## src/rtl/par_seri_sched.sv

```systemverilog
// Round-robin scheduler sharing one parallel-to-serial shifter among requesters.
// Arbitrates in IDLE, pulses ld with ack, then holds en for WIDTH shift cycles.
module par_seri_sched #(
  parameter int WIDTH = 4,
  parameter int NREQ  = 2,
  parameter int GAP   = 1,
  localparam int IW   = (NREQ > 1) ? $clog2(NREQ) : 1,
  localparam int CW   = (WIDTH > 1) ? $clog2(WIDTH) : 1
) (
  input  logic                  ck,
  input  logic                  rst,
  input  logic [NREQ-1:0]       req,
  input  logic [NREQ*WIDTH-1:0] din,
  output logic [NREQ-1:0]       ack,
  output logic                  ld,
  output logic                  en,
  output logic [WIDTH-1:0]      pi,
  output logic                  busy,
  output logic [IW-1:0]         gnt_id
);

  typedef enum logic [1:0] {
    S_IDLE,
    S_LOAD,
    S_SHIFT,
    S_GAP
  } state_t;

  localparam int GW = 2;
  localparam logic [CW-1:0] CLAST = CW'(WIDTH - 1);
  localparam logic [GW-1:0] GLAST = GW'((GAP > 0) ? GAP - 1 : 0);

  state_t            state_q;
  logic [IW-1:0]     ptr_q;
  logic [CW-1:0]     cnt_q;
  logic [GW-1:0]     gcnt_q;
  logic [NREQ-1:0]   ack_q;
  logic              ld_q;
  logic              en_q;
  logic [WIDTH-1:0]  pi_q;
  logic              busy_q;
  logic [IW-1:0]     gnt_q;

  logic [IW-1:0]     pick_d;
  logic [NREQ-1:0]   ack_d;
  logic [WIDTH-1:0]  word_d;
  logic              hit;

  // Circular search starting just after the last winner.
  always_comb begin
    pick_d = ptr_q;
    hit    = 1'b0;
    for (int i = 1; i <= NREQ; i++) begin
      if (!hit && req[(int'(ptr_q) + i) % NREQ]) begin
        hit    = 1'b1;
        pick_d = IW'((int'(ptr_q) + i) % NREQ);
      end
    end
  end

  always_comb begin
    ack_d         = '0;
    ack_d[pick_d] = 1'b1;
    word_d        = din[pick_d*WIDTH +: WIDTH];
  end

  always_ff @(posedge ck or posedge rst) begin
    if (rst) begin
      state_q <= S_IDLE;
      ptr_q   <= IW'(NREQ - 1);
      cnt_q   <= '0;
      gcnt_q  <= '0;
      ack_q   <= '0;
      ld_q    <= 1'b0;
      en_q    <= 1'b0;
      pi_q    <= '0;
      busy_q  <= 1'b0;
      gnt_q   <= '0;
    end else begin
      ack_q <= '0;
      ld_q  <= 1'b0;
      unique case (state_q)
        S_IDLE: begin
          if (|req) begin
            pi_q    <= word_d;
            gnt_q   <= pick_d;
            ptr_q   <= pick_d;
            ack_q   <= ack_d;
            ld_q    <= 1'b1;
            busy_q  <= 1'b1;
            state_q <= S_LOAD;
          end
        end
        S_LOAD: begin
          en_q    <= 1'b1;
          cnt_q   <= '0;
          state_q <= S_SHIFT;
        end
        S_SHIFT: begin
          if (cnt_q == CLAST) begin
            en_q <= 1'b0;
            if (GAP > 0) begin
              gcnt_q  <= '0;
              state_q <= S_GAP;
            end else begin
              busy_q  <= 1'b0;
              state_q <= S_IDLE;
            end
          end else begin
            cnt_q <= cnt_q + 1'b1;
          end
        end
        S_GAP: begin
          if (gcnt_q == GLAST) begin
            busy_q  <= 1'b0;
            state_q <= S_IDLE;
          end else begin
            gcnt_q <= gcnt_q + 1'b1;
          end
        end
        default: state_q <= S_IDLE;
      endcase
    end
  end

  assign ack    = ack_q;
  assign ld     = ld_q;
  assign en     = en_q;
  assign pi     = pi_q;
  assign busy   = busy_q;
  assign gnt_id = gnt_q;

endmodule
```

## config.mk

```make
export PLATFORM = sky130hd
export DESIGN_NAME = par_seri_sched
export DESIGN_NICKNAME = d
export VERILOG_FILES = /design/src/rtl/par_seri_sched.sv
export SDC_FILE = /design/constraint.sdc
export NUM_CORES = 1
export LEC_CHECK = 0
export CELL_PAD_IN_SITES_DETAIL_PLACEMENT = 1
export CELL_PAD_IN_SITES_GLOBAL_PLACEMENT = 1
export CORE_UTILIZATION = 36
export CTS_CLUSTER_SIZE = 12
export DETAILED_ROUTE_END_ITERATION = 10
export GPL_ROUTABILITY_DRIVEN = 0
export PLACE_DENSITY = 0.81
export SLEW_MARGIN = 5
export SYNTH_ARGS = -nofsm -noshare
export SYNTH_HDL_FRONTEND = slang
export SYNTH_SLANG_ARGS = --single-unit
```

## constraint.sdc

```tcl
create_clock -name ck -period 2 [get_ports ck]
set_input_delay 0.3 -clock ck [delete_from_list [all_inputs] [get_ports ck]]
set_output_delay 0.3 -clock ck [all_outputs]
set_load 0.05 [all_outputs]
```

After elaboration in Yosys (flattened, before gate mapping):

Cells that the tools add are included.
W data, S select, Z words.

* reduce and logical (&&, ||, !) cells: 15
* $lt $le $gt $ge: 4
* shifts and indexed selects: 1
* add/subtract/negate cells: 4
* bitwise logic cells: 2
* equality and inequality tests: 9
* multiplexer cells: 29

Operators with widths (number)
* $mux W2: 8
* $mux W1: 15
* $ne A2 B2 Y1 const B: 5
* $reduce_and A3 Y1: 3
* $pmux W2 S2: 2
* $pmux W2 S4: 1
* $shiftx A8 B4 Y4: 1
* $eq A2 B2 Y1 const B: 3
* $lt A2 B3 Y1 const B: 2
* $reduce_and A2 Y1: 3
* $reduce_bool A2 Y1: 3
* $add A2 B1 Y2 const B: 2
* $logic_not A2 Y1: 2
* $pmux W1 S2: 2
* $add A1 B1 Y1 const B: 2
* $and A1 B1 Y1 const A: 2
* $eq A2 B1 Y1 const B: 1
* $logic_and A1 B1 Y1: 2
* $lt A1 B2 Y1 const B: 1
* $reduce_or A2 Y1: 1
* $demux W1 S1: 1
* $ge A1 B1 Y1 const B: 1
* $logic_not A1 Y1: 1

* flip-flop bits (word level): 17
* logic and storage cells: 74
* bits of input ports: 12
* output and inout port bits: 10

Depth between registers and ports, before layout:

* depth in word-level cells: 15
* mapped depth: 6
* depth with buffers taken out: 5

Worst setup path before layout:

Ideal clock, no wire load.

* path kind: register to register
* from: register state_q[0]
* to: register state_q[1]
* buffers on the path: 0
* cell stages (with the launch flop): 6
* setup time: 0.125 ns
* arrival: 1.394 ns
* clock period less this slack: 1.519 ns
* data required time: 1.875 ns
* setup slack: 0.481 ns
* cells stage by stage: dfrtp_1 -> inv_1 -> ha_1 -> nor2b_4 -> a221oi_4 -> mux2_4

* word-level cells in the longest chain between the ends: 3
* elaborated cells between the ends (all ways): 9
* classes of those cells: eq/ne: 6; mux: 1; reduce/logical: 2

Ends and longest elaborated chain
* from (decl): RTL line 33 `state_t state_q;`
* from (signal assigned): RTL line 69 `state_q <= S_IDLE;`
* from (signal assigned): RTL line 91 `state_q <= S_LOAD;`
* from (signal assigned): RTL line 97 `state_q <= S_SHIFT;`
* $eq A2 B2 Y1 or $logic_not A2 Y1 (tied branches): RTL line 82 `unique case (state_q)`
* $ne A2 B2 Y1 (no source line)
* $reduce_and A3 Y1 (no source line)

Several ways; a longest one is shown, not always the timed one.
A chain may end at the register's enable or synchronous reset.

Final worst setup path:

* from: register en_q, in the netlist en
* to: output en

RTL lines
* from (decl): RTL line 39 `logic en_q;`
* from (signal assigned): RTL line 75 `en_q <= 1'b0;`
* from (signal assigned): RTL line 95 `en_q <= 1'b1;`
* from (signal assigned): RTL line 101 `en_q <= 1'b0;`
* to (decl): RTL line 16 `output logic en,`

No word-level cell between the ends.

==> metrics <==
Tot GR Track Use=17.3%; final hold vios=0; Overflow after GRT=0; Place WS=0.298 ns; f_max=564 MHz; Adder-Cell Fraction of Synth Area=11.1%; Final ANT Viol Nets=0; CP Buf/Inv Count=1; Netlist cell types=23; Synth Flop Type=dfrtp_1; Rel. slew slack=56.7%; syn avg cell area=10.5 um2; Core Util, Final=51.1%; Longest Clk Path Bufs=2; unrepaired setup endpoints after global routing=no; wirelength, routed=2.03 mm; Port Buffers=21; DRC=0; clock-pin slew on the worst setup and hold paths=0.10 ns; leading cell type by number of instances after synthesis=dfrtp_1; endpoints failing setup=0; Post CTS Setup Buffer Count=0; largest area contributor in the netlist=dfrtp_1; share of cells above drive strength 1=9.91%; CTS tree=yes; Synth Net Count=106; DIE WIDTH=52.1 um; Critical Path RT=1.70 ns; nets@finish=132; placed cell areas=1150 um2; Slew Viols, Final=0; Worst-Margin Slew=0.649 ns; peak supply drop=0.846 mV; Resized cells post-CTS=0; initial antenna violation count=0; status=complete, no violations; delay-heaviest family, CP=buffers and inverters; Mapped Cells=86; Clock Sink Count=17; compound-gate portion of the synthesized area=12.5%; Lkg Pwr=0.535 nW; first-pass GRT wire length=3.31 mm; vias per inst=5.04; later-pin clock latency in the skew report=0.28 ns; Ports=22; initial core utilization=39.3%; Async SR Flop Fraction=100%; worst setup margin=0.226 ns; Cell Area, Synth=902 um2; top cells by count, synth=16 x dfrtp_1, 14 x nor2_1, 8 x ha_1, 8 x inv_1, 6 x mux2i_1; fin area=1170 um2; Critical Path Sink Type=primary output; max incr delay on CP=0.81 ns; CP arrival=1.47 ns; top post-synthesis cells by area=dfrtp_1 44%, ha_1 11%, mux2i_1 6.7%; DR pass1 iterations=4; Seq cells post-synth=17; startpoint types=register; post-synth top area share=44.4%; MaxCap Viol Count=0; Crit Path Category=reg2out; worst-path fanout max=3; CTS Hold Bufs=0; Rows=17; drt first-iter violations=4; post-synthesis simple-gate area fraction=15.0%; slowest CP cell=clkdlybuf4s50_1; Tmin final=1.77 ns; Setup Skew=0.00617 ns; Area Growth Syn to Fin=30.1%; HPWL after DPL=1.63 mm; die height=52.1 um; root buf cell=clkbuf_4; largest family of logic cells by synthesized area=simple AND/OR/NAND/NOR gates; vias in the first global route=726; Synth warnings=0; period utilization=88.7%; EDFF count, synth=0; Worst Hold Class=in2async; Vias=700; mux contribution to synthesized area=9.57%; H-tree levels=1; crit path cell chain=clkdlybuf4s50_1; Die Area=2710 um2; TritonCTS Buffers=3; Seq/Total Area, Yosys=47.3%; ant diodes=0; XOR/XNOR share of the synthesized area=0%; Power Dens Cells=1720 nW/um2; largest net degree at the start of global routing=18; Post-Route Setup TNS=0 ns; core area=2300 um2; WL per Instance=14.6 um; total power draw=2.02 mW
-- logic make-up after synthesis --
group                      count (synthesis)
and+or+nand+nor                           28
DFF                                       17
AOI/OAI and AO/OA                         15
buffers and inverters                     10
muxes                                      8
adders and majority gates                  8
-- through the flow --
stage | std cells | hold WS, ns
6_report | 139 | 0.390
5_1_grt | 139 | 0.477
4_1_cts | 139 | 0.432
3_5_place_dp | 135 | 0.504
3_3_place_gp | 135 | 0.483
2_1_floorplan | 86 | 0.225
-- state kept, by name, indices dropped and copies added (netlist names) --
signal,flops
ld,1
en,1
ack,2
cnt_q,2
gnt_id,1
gcnt_q,2
state_q,2
pi,4
busy,1
ptr_q,1
-- cell type report --
type,instances,area [um2]
sequential,17,427
multi-input combinational,59,434
inverter,9,33.8
fill,269,1120
timing repair buffer,22,218
tap,28,35.0
clock buffer,4,26.3
-- placed cells by master, fill, tap and decap left out --
master           instances
nand3_1                  4
dfstp_2                  1
a221oi_4                 1
inv_2                    1
nor2b_4                  1
clkdlybuf4s50_1         21
mux2i_1                  6
mux2_2                   1
clkbuf_4                 3
nand2_1                  3
o22ai_1                  1
dfrtp_1                 16
ha_1                     8
nor2b_1                  3
mux2_4                   1
inv_1                    8
a211oi_2                 1
and3_1                   1
clkbuf_1                 1
buf_4                    1
nor2_1                  14
nand2b_1                 2
a21oi_1                  2
a31oi_1                  4
o21a_1                   1
o21ai_0                  5
-- path summary, 6_finish.rpt --
check	from	endpoint	slack, ns	cells past startpoint
worst max-delay path	en	en	0.23	1
worst max register to register	state_q[0]	state_q[1]	0.32	5
max in group asynchronous	rst	cnt_q[1]	1.19	2
min in group ck	gnt_id	gnt_id	0.53	2
worst min-delay path	rst	pi[2]	0.39	2
worst min register to register	gnt_id	gnt_id	0.53	2
-- report_power, final --
part / switching [mW] / internal (mW) / total [mW]
sequential: 0.0947 / 0.498 / 0.593
clock: 0.107 / 0.0774 / 0.184
combinational: 0.744 / 0.500 / 1.24
-- routing by layer --
layer	track usage [%]	part of all wire, %	vias to the layer above
met5	0	0	-
met4	4.05	0.64	0
met3	4.39	1.6	2
met2	28.2	51	7
met1	22.7	47	349
li1	-	-	342
No activity file was read; power rests on OpenSTA's default activity.
